File: src/rtl/alu_cmd_driver.sv
// alu_cmd_driver
//   Command front-end for the combinational ALU. Commands are buffered in a
//   small FIFO and issued one at a time. Each command is held on the ALU
//   inputs for one full cycle. The ALU outcome is then captured and returned,
//   in command order, over a valid/ready response channel.
//
// Ports
//   i_clk, i_reset        clock, synchronous active-high reset
//   i_cmd_*/o_cmd_ready   command channel (op1, op2, 4-bit ctrl, tag)
//   o_alu_*               operands/control driven to the ALU
//   i_alu_result/isZero   ALU outputs, sampled at the end of the drive cycle
//   o_rsp_*/i_rsp_ready   response channel (result, zero, err, tag)
//   o_issued_count        completed ALU operations, wraps at 16 bits
module alu_cmd_driver #(
  parameter int DEPTH = 4,
  parameter int TAGW  = 4
) (
  input  logic            i_clk,
  input  logic            i_reset,
  input  logic            i_cmd_valid,
  output logic            o_cmd_ready,
  input  logic [31:0]     i_cmd_op1,
  input  logic [31:0]     i_cmd_op2,
  input  logic [3:0]      i_cmd_ctrl,
  input  logic [TAGW-1:0] i_cmd_tag,
  output logic [31:0]     o_alu_op1,
  output logic [31:0]     o_alu_op2,
  output logic [3:0]      o_alu_control,
  input  logic [31:0]     i_alu_result,
  input  logic            i_alu_isZero,
  output logic            o_rsp_valid,
  input  logic            i_rsp_ready,
  output logic [31:0]     o_rsp_result,
  output logic            o_rsp_zero,
  output logic            o_rsp_err,
  output logic [TAGW-1:0] o_rsp_tag,
  output logic [15:0]     o_issued_count
);

  localparam int AW = $clog2(DEPTH);
  localparam int EW = 32 + 32 + 4 + TAGW;
  localparam logic [AW:0] FULL_CNT = (AW+1)'(DEPTH);

  typedef enum logic [1:0] {S_IDLE, S_DRIVE, S_HOLD} state_t;

  // ---------------- command FIFO ----------------
  logic [EW-1:0] r_mem [DEPTH];
  logic [AW-1:0] r_wptr, r_rptr;
  logic [AW:0]   r_count;

  logic          w_full, w_empty, w_push, w_pop;
  logic [EW-1:0] w_head;

  assign w_full  = (r_count == FULL_CNT);
  assign w_empty = (r_count == '0);
  // No bypass: a full FIFO refuses a push even when it pops this cycle.
  assign w_push  = i_cmd_valid && !w_full;
  assign w_head  = r_mem[r_rptr];
  assign o_cmd_ready = !w_full;

  always_ff @(posedge i_clk) begin
    if (w_push) r_mem[r_wptr] <= {i_cmd_op1, i_cmd_op2, i_cmd_ctrl, i_cmd_tag};
  end

  always_ff @(posedge i_clk) begin
    if (i_reset) begin
      r_wptr  <= '0;
      r_rptr  <= '0;
      r_count <= '0;
    end else begin
      if (w_push) r_wptr <= r_wptr + 1'b1;
      if (w_pop)  r_rptr <= r_rptr + 1'b1;
      case ({w_push, w_pop})
        2'b10:   r_count <= r_count + 1'b1;
        2'b01:   r_count <= r_count - 1'b1;
        default: r_count <= r_count;
      endcase
    end
  end

  // ---------------- issue FSM ----------------
  state_t r_state, w_state_nxt;
  logic   w_capture, w_rsp_done;

  always_ff @(posedge i_clk) begin
    if (i_reset) r_state <= S_IDLE;
    else         r_state <= w_state_nxt;
  end

  always_comb begin
    w_state_nxt = r_state;
    w_pop       = 1'b0;
    w_capture   = 1'b0;
    w_rsp_done  = 1'b0;
    case (r_state)
      S_IDLE: begin
        if (!w_empty) begin
          w_pop       = 1'b1;
          w_state_nxt = S_DRIVE;
        end
      end
      S_DRIVE: begin
        w_capture   = 1'b1;
        w_state_nxt = S_HOLD;
      end
      S_HOLD: begin
        if (i_rsp_ready) begin
          w_rsp_done = 1'b1;
          // Chain straight into the next command to sustain 2 cycles/op.
          if (!w_empty) begin
            w_pop       = 1'b1;
            w_state_nxt = S_DRIVE;
          end else begin
            w_state_nxt = S_IDLE;
          end
        end
      end
      default: w_state_nxt = S_IDLE;
    endcase
  end

  // ---------------- datapath registers ----------------
  logic [31:0]     r_op1, r_op2, r_rsp_result;
  logic [3:0]      r_ctrl;
  logic [TAGW-1:0] r_tag, r_rsp_tag;
  logic            r_rsp_valid, r_rsp_zero, r_rsp_err;
  logic [15:0]     r_issued;
  logic            w_illegal;

  // Legal codes are 0..9; 1010-1111 are rejected in the response.
  assign w_illegal = (r_ctrl > 4'd9);

  always_ff @(posedge i_clk) begin
    if (i_reset) begin
      r_op1        <= '0;
      r_op2        <= '0;
      r_ctrl       <= '0;
      r_tag        <= '0;
      r_rsp_valid  <= 1'b0;
      r_rsp_result <= '0;
      r_rsp_zero   <= 1'b0;
      r_rsp_err    <= 1'b0;
      r_rsp_tag    <= '0;
      r_issued     <= '0;
    end else begin
      if (w_pop) {r_op1, r_op2, r_ctrl, r_tag} <= w_head;
      if (w_capture) begin
        r_rsp_valid  <= 1'b1;
        r_rsp_result <= w_illegal ? 32'd0 : i_alu_result;
        r_rsp_zero   <= w_illegal ? 1'b1  : i_alu_isZero;
        r_rsp_err    <= w_illegal;
        r_rsp_tag    <= r_tag;
        r_issued     <= r_issued + 16'd1;
      end else if (w_rsp_done) begin
        r_rsp_valid  <= 1'b0;
      end
    end
  end

  assign o_alu_op1      = r_op1;
  assign o_alu_op2      = r_op2;
  assign o_alu_control  = r_ctrl;
  assign o_rsp_valid    = r_rsp_valid;
  assign o_rsp_result   = r_rsp_result;
  assign o_rsp_zero     = r_rsp_zero;
  assign o_rsp_err      = r_rsp_err;
  assign o_rsp_tag      = r_rsp_tag;
  assign o_issued_count = r_issued;

endmodule
File: config.mk
export PLATFORM = sky130hd
export DESIGN_NAME = alu_cmd_driver
export DESIGN_NICKNAME = d
export VERILOG_FILES = /design/src/rtl/alu_cmd_driver.sv
export SDC_FILE = /design/constraint.sdc
export NUM_CORES = 1
export LEC_CHECK = 0
export CAP_MARGIN = 20
export CORE_MARGIN = 2
export CORE_UTILIZATION = 30
export CTS_CLUSTER_SIZE = 10
export DETAILED_ROUTE_END_ITERATION = 12
export GPL_TIMING_DRIVEN = 0
export SETUP_SLACK_MARGIN = 0.4
export SYNTH_ARGS = -nofsm -noshare
export SYNTH_HDL_FRONTEND = slang
export SYNTH_SLANG_ARGS = --single-unit
export TNS_END_PERCENT = 10
File: constraint.sdc
create_clock -name i_clk -period 8 [get_ports i_clk]
set_clock_uncertainty 0.1 [all_clocks]
set_input_delay 1.2 -clock i_clk [delete_from_list [all_inputs] [get_ports i_clk]]
set_output_delay 1.2 -clock i_clk [all_outputs]
set_load 0.02 [all_outputs]
==> results.yml, run 1 <==
run_status:
  status: "completed"
worst_setup_path:
  crit_chain: "clkdlybuf4s50_1 > nor2b_1 > or3_1 > inv_1 > clkbuf_1 > ha_1 > inv_1 > fa_1 > xor2_1 > or3_1 > a21oi_1"
  critPathKind: "primary input to flip-flop"
  cp_num_buf_inv: 4
  reg2reg_from: "r_state[1]$_SDFFE_PP0P_"
  critical_path.top_delay_family: "buffers and inverters"
  crit_arrival_ps: 4070
  crit_path_top_delay_cell: "clkdlybuf4s50_1"
  crit_path_start_kind: "primary input"
  critPathMaxFanout: 10
  worstReg2RegEnd: "r_count[2]$_SDFFE_PP0P_"
  reg2reg_slack_ps: 5010
  reg2reg_depth: 10
  cp.required_ps: 8390
  cpPeakStageDelay_ps: 500
  endpoint_kind: "flip-flop"
timing:
  period_needed_ps: 3680
  setup_violations: 0
  finalSetupTns_ps: 0
  rsz0062_at_grt: "false"
  tightest_slew_ps: 907
  final-hold-violation-count: 0
  finalCritPeriodShare: 0.460
  fmax_mhz: 272
  slew_violations: 0
  relSlewSlack: 0.396
clocking:
  insertion_delay_ps: 570
  clock_path_buffers: 3
  clkSinkCount: 424
  htreeDepth: 2
  clkTransAtPathRegs_ps: 60
  holdBufCountCts: 0
  cts_inserted_buffers: 50
  cts_setup_buffers: 0
  tritoncts: "done"
  post_cts_resized: 0
  cts-root-buf: "clkbuf_16"
final_layout:
  nets: 1367
  stdcell_area_sq_um: 20100
  areaGrowthSynthToFinish_pct: 31.5
  drive_gt1_frac: 0.120
  post-route-util: 0.400
route:
  avgViaCountPerCell: 4.60
  first_iter_violations: 432
  ant_nets: 0
  drt_pass1_iterations: 5
  vias: 9027
  routed_wl_um: 36700
  drcViolationCount: 0
  routedWlPerCell_um: 18.7
floorplan:
  rows: 82
  coreArea_sq_um: 50200
  die-area_sq_um: 52700
  die_x_um: 230
  start_util: 0.304
  ioPinCount: 233
  die_h_um: 230
global_routing:
  grt.total_usage: 0.139
  grt_max_degree: 41
  first_global_vias: 9412
  grt_antenna_before_repair: 5
  grt_overflow: 0
  grt_first_pass_wirelength_um: 56000
synth:
  ys_types: 32
  syn_nets: 1079
  async_reset_ff_frac: 0
  ys_ff_latch: 424
  syn_area_sq_um: 15300
  ys_top_cells_by_area: "edfxtp_1 57%, dfxtp_1 18%, mux4_2 11%"
  synth_seq_area_share: 0.745
  yosys.area.top_type: "edfxtp_1"
  syn_inst: 963
  syn-mean-instance-area_sq_um: 15.8
  synth_edf_count: 288
  synth_top_area_share: 0.567
  synth_flop_cell: "edfxtp_1"
  yosysWarnings: 0
min_path:
  min_to: "o_rsp_tag[2]$_SDFFE_PP0P_"
  hold_start: "r_tag[2]$_SDFFE_PP0P_"
  hold_depth: 2
  hold_class: "flip-flop to flip-flop"
pwr:
  internal_power_mw: 4.83
  power_frac_seq: 0.413
  swShare: 0.313
  p_switching_mw: 2.20
  cellLeakagePower_nw: 6.49
  clock_power_share: 0.297
  fin_total_pwr_mw: 7.03
  power_density_nw_per_um2: 350
  ir_drop_uv: 216
  comb_power_share: 0.290
run:
  cap_viol_max_count: 0
place:
  place_area_sq_um: 18500
  hpwl_um: 23700
  place_congestion: 0.828
  io_buffer_count: 232
-- how the worst max path moves through the flow --
stage	cells past startpoint	startpoint	end	slack [ps]
6_report	11	i_rsp_ready	r_count[2]$_SDFFE_PP0P_	4320
5_1_grt	11	i_rsp_ready	r_count[2]$_SDFFE_PP0P_	4220
3_3_place_gp	2	i_cmd_valid	r_mem[2][44]$_DFFE_PP_	2230
4_1_cts	11	i_rsp_ready	r_count[2]$_SDFFE_PP0P_	4360
3_5_place_dp	11	i_rsp_ready	r_count[2]$_SDFFE_PP0P_	3750
2_1_floorplan	1	i_cmd_valid	r_mem[0][0]$_DFFE_PP_	4540
-- cell families after synthesis --
| group | Yosys count | synth area share |
|---|---|---|
| compound gates | 122 | 0.0454 |
| xor+xnor | 15 | 0.00861 |
| fa+ha+maj | 7 | 0.00623 |
| buf+inv | 64 | 0.0166 |
| flops | 424 | 0.745 |
| mux | 74 | 0.108 |
| simple gates | 257 | 0.0700 |
-- sequential cells by signal, summed over array words and instances (netlist names), 4 cells and up --
name            cells
r_tag               4
r_mem             288
o_alu_control       4
o_issued_count     16
o_rsp_tag           4
o_rsp_result       32
o_alu_op2          32
o_alu_op1          32
-- area by class of cell --
cell class,count,area (sq um)
Sequential cell,424,11400
Timing Repair Buffer,236,2430
Inverter,9,33.8
Multi-Input combinational cell,475,3650
Fill cell,4643,30100
Tap cell,672,841
Antenna cell,1,2.50
Clock inverter,5,47.5
Buffer,55,220
Clock buffer,87,1460
-- Yosys cell counts (all sizes together), types with 3 or more instances --
library cell	count
or3	5
mux4	72
inv	9
a22oi	32
ha	6
edfxtp	288
a21oi	85
nor2	54
o21ai	4
clkbuf	36
nor3	9
nand4	3
nand2	162
xor2	6
and3	5
nand3	5
nor2b	5
xnor2	9
buf	19
dfxtp	136
-- cells in the final DEF, fill, tap and decap left out, types with 3 or more instances in the layout --
| cell | instances |
|---|---|
| edfxtp_1 | 288 |
| clkdlybuf4s50_1 | 232 |
| nand2_1 | 162 |
| dfxtp_1 | 136 |
| a21oi_1 | 85 |
| mux4_2 | 72 |
| clkbuf_1 | 68 |
| nor2_1 | 54 |
| clkbuf_16 | 52 |
| a22oi_1 | 32 |
| buf_2 | 11 |
| nor3_1 | 9 |
| inv_1 | 9 |
| xnor2_1 | 9 |
| buf_1 | 8 |
| xor2_1 | 6 |
| ha_1 | 6 |
| nor2b_1 | 5 |
| or3_1 | 5 |
| nand3_1 | 5 |
| and3_4 | 4 |
| o21ai_0 | 4 |
| buf_16 | 4 |
| nand4_1 | 3 |
| clkbuf_8 | 3 |
-- power groups by stage --
stage	registers [mW]	clock network [mW]	logic, mW
6_report	2.90	2.09	2.04
5_1_grt	2.95	2.24	2.24
4_1_cts	2.91	2.15	2.11
3_5_place_dp	2.95	0	2.10
3_3_place_gp	2.96	0	2.06
2_1_floorplan	3.15	0	0.963
-- through the flow --
stage | setup slack (ps) | cells | hold slack [ps]
after floorplan | 4540 | 963 | 332
after CTS | 4360 | 1963 | 354
after detailed placement | 3750 | 1871 | 345
final | 4320 | 1964 | 352
after global routing | 4220 | 1963 | 370
after global placement | 2230 | 1867 | 344
-- routing by layer --
metal	track usage	wire, um
met5	0	69
met3	0.0346	2250
met4	0.0450	810
met1	0.180	16500
met2	0.229	17200
-- worst register-to-register path: stages (launching register included) --
cell	delay [ps]
dfxtp_1	350
nor2b_1	190
or3_1	330
inv_1	80
clkbuf_1	500
ha_1	300
inv_1	60
fa_1	370
xor2_1	170
or3_1	310
a21oi_1	150
Note: power is estimated with default switching activity, not from simulation.
==> inputs of run 2 (changes only) <==
==> constraint.sdc (replaced) <==
create_clock -name i_clk -period 3.2 [get_ports i_clk]
set_clock_uncertainty 0.1 [all_clocks]
set_input_delay 0.48 -clock i_clk [delete_from_list [all_inputs] [get_ports i_clk]]
set_output_delay 0.48 -clock i_clk [all_outputs]
set_load 0.02 [all_outputs]
==> results.yml, run 2 (synthesis gave the netlist of run 1 again) <==
worst_setup_path:
  crit_end: "r_count[2]$_SDFFE_PP0P_"
  critPathMaxFanout: 10
  cp-startpoint: "r_state[1]$_SDFFE_PP0P_"
  cp.required_ps: 3590
  critPathKind: "flip-flop to flip-flop"
  endpoint_kind: "flip-flop"
  crit_path_start_kind: "flip-flop"
  reg2reg_depth: 10
  crit_arrival_ps: 3060
  reg2reg_slack_ps: 530
  worstReg2RegEnd: "r_count[2]$_SDFFE_PP0P_"
  reg2reg_from: "r_state[1]$_SDFFE_PP0P_"
final_layout:
  multiInputGateArea_sq_um: 3650
  final_common_cell: "edfxtp_1"
  fin_cells: 1963
  areaGrowthSynthToFinish_pct: 31.5
  drive_gt1_frac: 0.121
  fillers: 4663
  layout_common_cells: "288 x edfxtp_1, 232 x clkdlybuf4s50_1, 162 x nand2_1, 136 x dfxtp_1, 85 x a21oi_1"
  largest_reg_flops: 288
  largest_register: "r_mem"
  nets: 1367
  regArea_sq_um: 11400
  n_antenna_cell: 0
  stdcell_area_sq_um: 20100
clocking:
  cts_inserted_buffers: 50
  holdBufCountCts: 0
  clkSinkCount: 424
  clock_path_buffers: 3
  tritoncts: "done"
  insertion_delay_ps: 580
  clkTransAtPathRegs_ps: 60
  htreeDepth: 2
  cts-root-buf: "clkbuf_16"
route:
  ant_nets: 0
  wl_met1_um: 15800
  wl_met2_um: 17400
  avgViaCountPerCell: 4.61
  drt_pass1_iterations: 5
  routed_wl_um: 36500
  first_iter_violations: 350
  vias: 9049
  routedWlPerCell_um: 18.6
  drcViolationCount: 0
  top_layer: "met5"
  met3_length_um: 2340
min_path:
  hold_start: "r_tag[3]$_SDFFE_PP0P_"
  hold_class: "flip-flop to flip-flop"
floorplan:
  die_h_um: 230
  ioPinCount: 233
  start_util: 0.304
  die-area_sq_um: 52700
  rows: 82
  die_x_um: 230
  coreArea_sq_um: 50200
timing:
  fmax_mhz: 375
  final-hold-violation-count: 0
  hold_ws_ps: 353
  period_needed_ps: 2670
  setup_violations: 0
  slew_violations: 0
  relSlewSlack: 0.458
  finalSetupTns_ps: 0
  tightest_slew_ps: 813
  finalCritPeriodShare: 0.834
  rsz0062_at_grt: "true"
global_routing:
  grt_first_pass_wirelength_um: 55900
  grt.total_usage: 0.139
  grt_antenna_before_repair: 4
  first_global_vias: 9421
  grt_max_degree: 49
  grt_overflow: 0
run:
  cap_viol_max_count: 0
place:
  dp.cells: 1871
  io_buffer_count: 232
  hpwl_um: 23100
  place_area_sq_um: 18500
  place_congestion: 0.798
run_status:
  status: "completed"
pwr:
  ir_drop_uv: 589
  cellLeakagePower_nw: 6.50
  power_density_nw_per_um2: 877
-- run 2: changes by cell type in the layout (fill, tap and decap cells not counted) --
| cell | change |
|---|---|
| clkbuf_4 | +1 |
| clkinv_4 | -1 |
| inv_16 | -1 |
| clkbuf_1 | -1 |
| diode_2 | -1 |
| clkinv_8 | +2 |
| clkbuf_2 | +1 |
| inv_6 | -1 |
-- run 2: worst min-delay path by stage --
stage                                endpoint  slack, ps  cells past startpoint
global placement    o_rsp_tag[3]$_SDFFE_PP0P_        340                      2
floorplan           o_rsp_tag[0]$_SDFFE_PP0P_        330                      2
global route        o_rsp_tag[3]$_SDFFE_PP0P_        370                      2
finish              o_rsp_tag[3]$_SDFFE_PP0P_        350                      2
CTS                 o_rsp_tag[3]$_SDFFE_PP0P_        350                      2
detailed placement  o_rsp_tag[3]$_SDFFE_PP0P_        350                      2
-- run 2: where the power goes --
part,switching [mW],internal (mW),total [mW]
combinational,2.95,2.17,5.12
clock,2.14,3.08,5.22
sequential,0.424,6.83,7.25
-- run 2: final cells by class --
class                           instances  share of cell area
Sequential cell                       424               0.567
Multi-Input combinational cell        475               0.182
Clock buffer                           88              0.0731
Clock inverter                          4             0.00212
Inverter                                9             0.00168
Tap cell                              672              0.0419
Buffer                                 55              0.0112
Timing Repair Buffer                  236               0.121
-- run 2: stage by stage --
step / setup slack, ps / total power, mW / utilization
after CTS: 412 / 17.9 / 0.400
after floorplan: 243 / 10.3 / -
after global placement: -1780 / 12.5 / 0.367
final: 531 / 17.6 / 0.400
after detailed placement: -433 / 12.6 / 0.370
after global routing: 355 / 18.6 / 0.400
-- run 2: metal layers --
metal / vias to the layer above / track usage
met5: - / 0
met2: 255 / 0.230
met4: 8 / 0.0448
met3: 72 / 0.0364
met1: 4518 / 0.177
li1: 4196 / -
-- run 2: timing repair --
action	CTS	global route
setup buffers	0	0
endpoints found under the setup margin	2	25
resized for setup	1	5
-- run 2: worst max-delay path, cell delays in order, from the launching register on --
cell and delay (ps):
dfxtp_1 350, nor2b_1 180, or3_1 350, inv_1 90
clkbuf_4 230, ha_1 210, inv_1 60, fa_1 380
xor2_1 180, or3_1 310, a21oi_1 140
